`src/rtl/sr_pkg.sv`:
```
// Shared types and helpers for the storage-bank writer family (SR now, JK/T later).
// Holds the controller state encoding, the per-bit SR excitation rule and counter sizing.
package sr_pkg;

  typedef enum logic [2:0] {
    IDLE,
    DRIVE,
    SETTLE,
    CHECK,
    RESP
  } sr_state_e;

  // Per-bit excitation: returns {s, r}. Only one of them can be 1 for any input.
  function automatic logic [1:0] sr_excite(input logic target, input logic cur, input logic mask);
    return {mask & target & ~cur, mask & ~target & cur};
  endfunction

  // Bits needed to hold 0..max_value; never narrower than one bit.
  function automatic int unsigned count_w(input int unsigned max_value);
    return (max_value < 1) ? 1 : $clog2(max_value + 1);
  endfunction

endpackage

```
`src/rtl/sr_excite_unit.sv`:
```
// Combinational excitation for a W-bit SR bank: set/reset pulses toward a target word
// plus the masked mismatch vector between current and target.
module sr_excite_unit
  import sr_pkg::*;
#(
  parameter int W = 8
) (
  input  logic [W-1:0] target,
  input  logic [W-1:0] cur,
  input  logic [W-1:0] mask,
  output logic [W-1:0] s,
  output logic [W-1:0] r,
  output logic [W-1:0] mis
);

  // NOTE: defaults first so every path assigns s and r, which keeps this a pure mux with no latch.
  always_comb begin
    s = '0;
    r = '0;
    for (int i = 0; i < W; i++) begin
      {s[i], r[i]} = sr_excite(target[i], cur[i], mask[i]);
    end
  end

  // An X/Z bit in cur propagates here and is treated as a mismatch by the consumer.
  assign mis = (cur ^ target) & mask;

endmodule

```
`src/rtl/sr_bank_writer.sv`:
```
// Writes a masked target word into an SR flip-flop bank with pulse, settle and read-back,
// retrying mismatched bits a bounded number of times before reporting the result.
module sr_bank_writer
  import sr_pkg::*;
#(
  parameter int W          = 8,
  parameter int SETTLE_CYC = 1,
  parameter int MAX_RETRY  = 2
) (
  input  logic                                CLK,
  input  logic                                RST,
  input  logic                                req_valid,
  output logic                                req_ready,
  input  logic [W-1:0]                        req_data,
  input  logic [W-1:0]                        req_mask,
  output logic [W-1:0]                        s_out,
  output logic [W-1:0]                        r_out,
  input  logic [W-1:0]                        q_in,
  output logic                                rsp_valid,
  output logic                                rsp_err,
  output logic [count_w(MAX_RETRY)-1:0]       rsp_retries
);

  localparam int RW  = count_w(MAX_RETRY);
  localparam int SCW = count_w(SETTLE_CYC - 1);

  sr_state_e      state_q;
  logic [W-1:0]   data_q;
  logic [W-1:0]   mask_q;
  logic [RW-1:0]  retry_q;
  logic [SCW-1:0] settle_cnt;

  logic [W-1:0]   ex_target;
  logic [W-1:0]   ex_mask;
  logic [W-1:0]   ex_s;
  logic [W-1:0]   ex_r;
  logic [W-1:0]   ex_mis;

  // First load uses the incoming request; retries reuse the latched word.
  assign ex_target = (state_q == IDLE) ? req_data : data_q;
  assign ex_mask   = (state_q == IDLE) ? req_mask : mask_q;

  sr_excite_unit #(.W(W)) u_excite (
    .target (ex_target),
    .cur    (q_in),
    .mask   (ex_mask),
    .s      (ex_s),
    .r      (ex_r),
    .mis    (ex_mis)
  );

  // NOTE: all state and outputs use non-blocking assignments so every register samples pre-edge values.
  always_ff @(posedge CLK) begin
    if (RST) begin
      state_q     <= IDLE;
      req_ready   <= 1'b0;
      s_out       <= '0;
      r_out       <= '0;
      rsp_valid   <= 1'b0;
      rsp_err     <= 1'b0;
      rsp_retries <= '0;
      data_q      <= '0;
      mask_q      <= '0;
      retry_q     <= '0;
      settle_cnt  <= '0;
    end else begin
      // Pulses and the response strobe last exactly one cycle unless reloaded below.
      s_out     <= '0;
      r_out     <= '0;
      rsp_valid <= 1'b0;

      unique case (state_q)
        IDLE: begin
          if (req_valid && req_ready) begin
            data_q    <= req_data;
            mask_q    <= req_mask;
            s_out     <= ex_s;
            r_out     <= ex_r;
            retry_q   <= '0;
            req_ready <= 1'b0;
            state_q   <= DRIVE;
          end else begin
            req_ready <= 1'b1;
          end
        end

        DRIVE: begin
          settle_cnt <= SCW'(SETTLE_CYC - 1);
          state_q    <= SETTLE;
        end

        SETTLE: begin
          if (settle_cnt == '0) begin
            state_q <= CHECK;
          end else begin
            settle_cnt <= settle_cnt - 1'b1;
          end
        end

        CHECK: begin
          // NOTE: test for the pass case so an unknown mismatch vector falls through to the failure paths.
          if (ex_mis == '0) begin
            rsp_valid   <= 1'b1;
            rsp_err     <= 1'b0;
            rsp_retries <= retry_q;
            state_q     <= RESP;
          end else if (retry_q != RW'(MAX_RETRY)) begin
            retry_q <= retry_q + 1'b1;
            s_out   <= ex_s;
            r_out   <= ex_r;
            state_q <= DRIVE;
          end else begin
            rsp_valid   <= 1'b1;
            rsp_err     <= 1'b1;
            rsp_retries <= retry_q;
            state_q     <= RESP;
          end
        end

        RESP: begin
          req_ready <= 1'b1;
          state_q   <= IDLE;
        end

        default: begin
          req_ready <= 1'b0;
          state_q   <= IDLE;
        end
      endcase
    end
  end

endmodule

```
`config.mk`:
```
export PLATFORM = sky130hd
export DESIGN_NAME = sr_bank_writer
export DESIGN_NICKNAME = d
export VERILOG_FILES = /design/src/rtl/sr_pkg.sv /design/src/rtl/sr_excite_unit.sv /design/src/rtl/sr_bank_writer.sv
export SDC_FILE = /design/constraint.sdc
export NUM_CORES = 1
export LEC_CHECK = 0
export CORE_UTILIZATION = 40
export DETAILED_ROUTE_END_ITERATION = 7
export GPL_TIMING_DRIVEN = 0
export PLACE_DENSITY = 0.69
export SLEW_MARGIN = 40
export SYNTH_ARGS = -nofsm -noshare
export SYNTH_HDL_FRONTEND = slang
export SYNTH_SLANG_ARGS = --single-unit
```
`constraint.sdc`:
```
create_clock -name CLK -period 6 [get_ports CLK]
set_clock_uncertainty 0.1 [all_clocks]
set_input_delay 1.2 -clock CLK [delete_from_list [all_inputs] [get_ports CLK]]
set_output_delay 1.2 -clock CLK [all_outputs]
set_load 0.02 [all_outputs]
```
After elaboration in Yosys (flattened, before gate mapping):

Cells that the tools add are included.

* output and inout port bits: 21
* register bits: 43
* bits of input ports: 27
* word-level logic and storage cells: 114

* bitwise logic cells: 51
* reductions and logical operators: 11
* add/subtract/negate cells: 2
* mux-type cells: 29
* equality and inequality tests: 10

Operators with widths (number)
* $mux W8: 8
* $and A1 B1 Y1: 32
* $pmux W8 S2: 2
* $not A1 Y1: 17
* $mux W3: 4
* $pmux W3 S4: 1
* $mux W2: 5
* $ne A2 B2 Y1 const B: 5
* $and A8 B8 Y8: 1
* $logic_not A8 Y1: 1
* $xor A8 B8 Y8: 1
* $eq A3 B2 Y1 const B: 2
* $mux W1: 6
* $reduce_and A2 Y1: 3
* $pmux W2 S2: 1
* $reduce_and A4 Y1: 1
* $reduce_bool A2 Y1: 2
* $eq A3 B1 Y1 const B: 1
* $eq A3 B3 Y1 const B: 1
* $logic_not A3 Y1: 1
* $pmux W1 S3: 1
* $reduce_or A3 Y1: 1
* $add A2 B1 Y2 const B: 1
* $ne A2 B1 Y1 const B: 1
* other kinds (4): 4

Depth between registers and ports, before layout:

* depth in word-level cells: 8
* depth in mapped cells: 8

By module:

From an unflattened synthesis, not the netlist that was laid out.

* cell total of the unflattened synthesis: 217
* area total of the unflattened synthesis: 1944.4 um^2

By module, submodules not included
* sr_bank_writer: seq. area each 840.8 um^2, cells each 176, times used 1, area an instance 1695.4 um^2
* sr_excite_unit: seq. area each 0.0 um^2, cells each 41, times used 1, area an instance 249.0 um^2

Worst setup path after synthesis:

OpenSTA, ideal clock, no wires.

* path type: input to register
* start point: input q_in[1]
* end point: register r_out[0]
* data arrival time: 2.529 ns
* library setup time: 0.131 ns
* slack: 3.240 ns
* cell stages on the path: 6
* data required time: 5.769 ns
* path buffers: 1
* cells stage by stage: xor2_1 > a222oi_1 > a221oi_4 > a21oi_4 > buf_6 > nor3_1

* cells in the longest elaborated chain, start to end: 5

Ends and longest elaborated chain
* start: declaration: RTL line sr_bank_writer.sv:18 `input logic [W-1:0] q_in,`
* $xor A8 B8 Y8: RTL line sr_excite_unit.sv:26 `assign mis = (cur ^ target) & mask;`
* $and A8 B8 Y8: RTL line sr_excite_unit.sv:26
* $logic_not A8 Y1: RTL line sr_bank_writer.sv:102 `if (ex_mis == '0) begin`
* $mux W8: RTL line sr_bank_writer.sv:102
* $pmux W8 S2: RTL line sr_bank_writer.sv:72 `unique case (state_q)`
* end signal: assignment: RTL line sr_bank_writer.sv:78 `r_out <= ex_r;`
* end signal: assignment: RTL line sr_bank_writer.sv:110 `r_out <= ex_r;`
* end: declaration: RTL line sr_bank_writer.sv:17 `output logic [W-1:0] r_out,`

Every way passes these cells.
A chain may end at the register's enable or synchronous reset.

Worst setup path in the final report:

* start point: input q_in[4]
* end point: register r_out[2]

Same word-level chain as after synthesis.

==> flow_metrics.env <==
export IMPL_status="finished clean"
export IMPL_core_mm2=0.00482
export IMPL_max_clock_freq_ghz=0.299
export IMPL_p_total_uw=915
export IMPL_critPathKind="in2reg"
export IMPL_slew_headroom_pct=61.7
export IMPL_power_switching_uw=382
export IMPL_synth_warnings=0
export IMPL_synth_ff_type="dfxtp_1"
export IMPL_pwr_share_clk_pct=19.3
export IMPL_grt_max_degree=12
export IMPL_hp_class="reg2reg"
export IMPL_layout_cells_non_filler=355
export IMPL_fin_nets=317
export IMPL_critPathLaunchType="primary input"
export IMPL_die_h_um=73.3
export IMPL_syn_nets=263
export IMPL_ys_ff_latch=42
export IMPL_track_usage_pct=21.3
export IMPL_ys_types=38
export IMPL_post_synth_top_count_cell="dfxtp_1"
export IMPL_rr_startpoint="state_q[1]"
export IMPL_vdd_drop_max_mv=0.250
export IMPL_period_needed_ps=3340
export IMPL_cts_reportedPaths_clkPinSlew_ps=70
export IMPL_worst_r2r_path_depth=8
export IMPL_report_final_slew_viol_count=0
export IMPL_p_sw_share_pct=41.7
export IMPL_numCtsBuffers=5
export IMPL_cts_sinks=42
export IMPL_antenna_found_initial=0
export IMPL_clk_latency_ps=290
export IMPL_power_frac_seq_pct=37.5
export IMPL_drc_errors=0
export IMPL_cts_setup_buffers=0
export IMPL_post_cts_resized=0
export IMPL_vias=1914
export IMPL_grt_pass1_wl_um=8490
export IMPL_r2r_end="r_out[2]"
export IMPL_yosysSeqAreaShare_pct=41.4
export IMPL_grt_pass1_vias=1773
export IMPL_setup_viol=0
export IMPL_intPower_uw=533
export IMPL_areaGrowthSynthToFinish_pct=31.3
export IMPL_synth_largest_area_cell="dfxtp_1"
export IMPL_gp_congestion=0.859
export IMPL_p_comb_share_pct=43.2
export IMPL_port_buffers=47
export IMPL_hpwlAfterDp_um=3810
export IMPL_firstDrtPassIters=4
export IMPL_worstPathRequired_ps=6050
export IMPL_critPathLaunch="q_in[4]"
export IMPL_initial_utilization_pct=42.2
export IMPL_n_antenna_cell=0
export IMPL_vias_per_cell=5.39
export IMPL_hold_viol=0
export IMPL_ios=48
export IMPL_max_clock_path_buffers=2
export IMPL_row_count=25
export IMPL_cap_violations=0
export IMPL_fin_crit_sh_pct=55.7
export IMPL_yosys_top_cells_count="dfxtp_1 (42), nand2_1 (38), a21oi_1 (21)"
export IMPL_critPathMaxFanout=10
export IMPL_dp_cells=349
export IMPL_arrival_ps=3400
export IMPL_drtAntennaViolNets=0
export IMPL_cts_root_buffer="clkbuf_8"
export IMPL_drtIter0Drc=101
export IMPL_drive_above_1_share_pct=7.99
export IMPL_power_leakage_nw=0.860
export IMPL_h_tree_depth=2
export IMPL_powerDensity_mw_per_mm2=343
export IMPL_synthTopCellsByArea="dfxtp_1 (41%), nand2_1 (7.0%), nor3b_1 (5.9%)"
export IMPL_die_w_um=73.3
export IMPL_fill_cells=479
export IMPL_async_flop_share_pct=0
export IMPL_reg2reg_slack_ps=3730
export IMPL_routed_wl_um=5270
export IMPL_synth_top_area_share_pct=41.4
export IMPL_syn_area_mm2=0.00203
export IMPL_dieArea_mm2=0.00537
export IMPL_cp_endpoint="r_out[2]"
export IMPL_tightest_slew_ps=574
export IMPL_setup_tns_ps=0
export IMPL_cts_tree="yes"
export IMPL_syn_inst=235
export IMPL_syn_avg_cell_area_um2=8.65
export IMPL_wire_per_inst_um=14.8
export IMPL_cts_hold_buf=0
export IMPL_overflow=0
export IMPL_synth_edff_count=0
export IMPL_end_kind="flop"
export IMPL_rsz0062_at_grt="no"
[layer usage]
layer	track usage (%)	part of all wire (%)	vias to the layer above
li1	-	-	959
met4	8.93	1.8	0
met2	33.3	46	56
met1	28.8	47	890
met3	3.98	5.0	9
met5	0	0	-
[power by group through the flow]
stage / clock, mW / sequential [mW] / combinational [mW]
after detailed placement: 0 / 0.349 / 0.397
final: 0.177 / 0.343 / 0.395
after CTS: 0.182 / 0.342 / 0.398
after global routing: 0.191 / 0.348 / 0.429
after global placement: 0 / 0.347 / 0.397
after floorplan: 0 / 0.350 / 0.264
[metrics by stage]
stage	hold slack, ps	worst slack [ps]	utilization (%)	instance area, µm²
floorplan	357	3240	-	2030
global placement	367	2360	53.7	2590
detailed placement	378	2340	53.7	2590
CTS	388	2650	55.4	2670
global route	425	2580	55.4	2670
finish	388	2660	55.4	2670
[layout by cell type (no fill, tap or decap), types with 2 or more instances in the layout]
| cell type | instances |
|---|---|
| clkdlybuf4s50_1 | 47 |
| dfxtp_1 | 42 |
| nand2_1 | 38 |
| a21oi_1 | 21 |
| nor3b_1 | 16 |
| nand3b_1 | 15 |
| o21ai_0 | 12 |
| nor3_1 | 12 |
| nand3_1 | 10 |
| nor2_1 | 10 |
| clkbuf_1 | 8 |
| xor2_1 | 6 |
| clkbuf_8 | 6 |
| a2111oi_2 | 4 |
| a31oi_1 | 4 |
| and3_1 | 3 |
| o2111ai_1 | 3 |
| nor4_1 | 3 |
| nor2b_1 | 3 |
| inv_1 | 2 |
| buf_2 | 2 |
| nor4_2 | 2 |
| a222oi_1 | 2 |
[sequential cells by signal (all words and copies together), names as in the netlist]
signal	cells
s_out	8
rsp_retries	2
state_q	3
retry_q	2
rsp_valid	1
data_q	8
rsp_err	1
mask_q	8
r_out	8
req_ready	1
[how the worst min path moves through the flow]
stage	from	end	slack (ps)	depth (start not counted)
after floorplan	mask_q[2]	mask_q[2]	360	2
after global placement	data_q[6]	data_q[6]	370	2
after detailed placement	data_q[6]	data_q[6]	380	2
after CTS	mask_q[6]	mask_q[6]	390	2
after global routing	mask_q[6]	mask_q[6]	420	2
final	data_q[6]	data_q[6]	390	2
[logic make-up (layout without fill, tap and decap cells)]
logic type               count (synthesis)  in the layout  synth area share, %
adder cells (fa/ha/maj)                  1              1                0.616
flip-flops                              42             42                 41.4
buffers and inverters                   14             67                 3.08
XOR/XNOR                                 7              7                 3.02
AND/OR/NAND/NOR                        119            119                 33.1
AO/OA/AOI/OAI                           51             51                 18.2
multiplexers                             1              1                0.554
[layout make-up]
class / count / area, µm² / area share [%]
Multi-Input combinational cell: 179 / 1130 / 42.3
Sequential cell: 42 / 841 / 31.5
Tap cell: 67 / 83.8 / 3.14
Inverter: 2 / 7.51 / 0.281
Timing Repair Buffer: 47 / 470 / 17.6
Buffer: 12 / 55.1 / 2.06
Clock buffer: 6 / 82.6 / 3.09
[critical path: stages]
cell and delay [ps]:
clkdlybuf4s50_1 550, nand3b_1 160, o2111ai_1 130, nor4_2 450, a221oi_4 180, a21oi_4 420
buf_6 220, nor3_1 70
No activity file was read; power rests on OpenSTA's default activity.
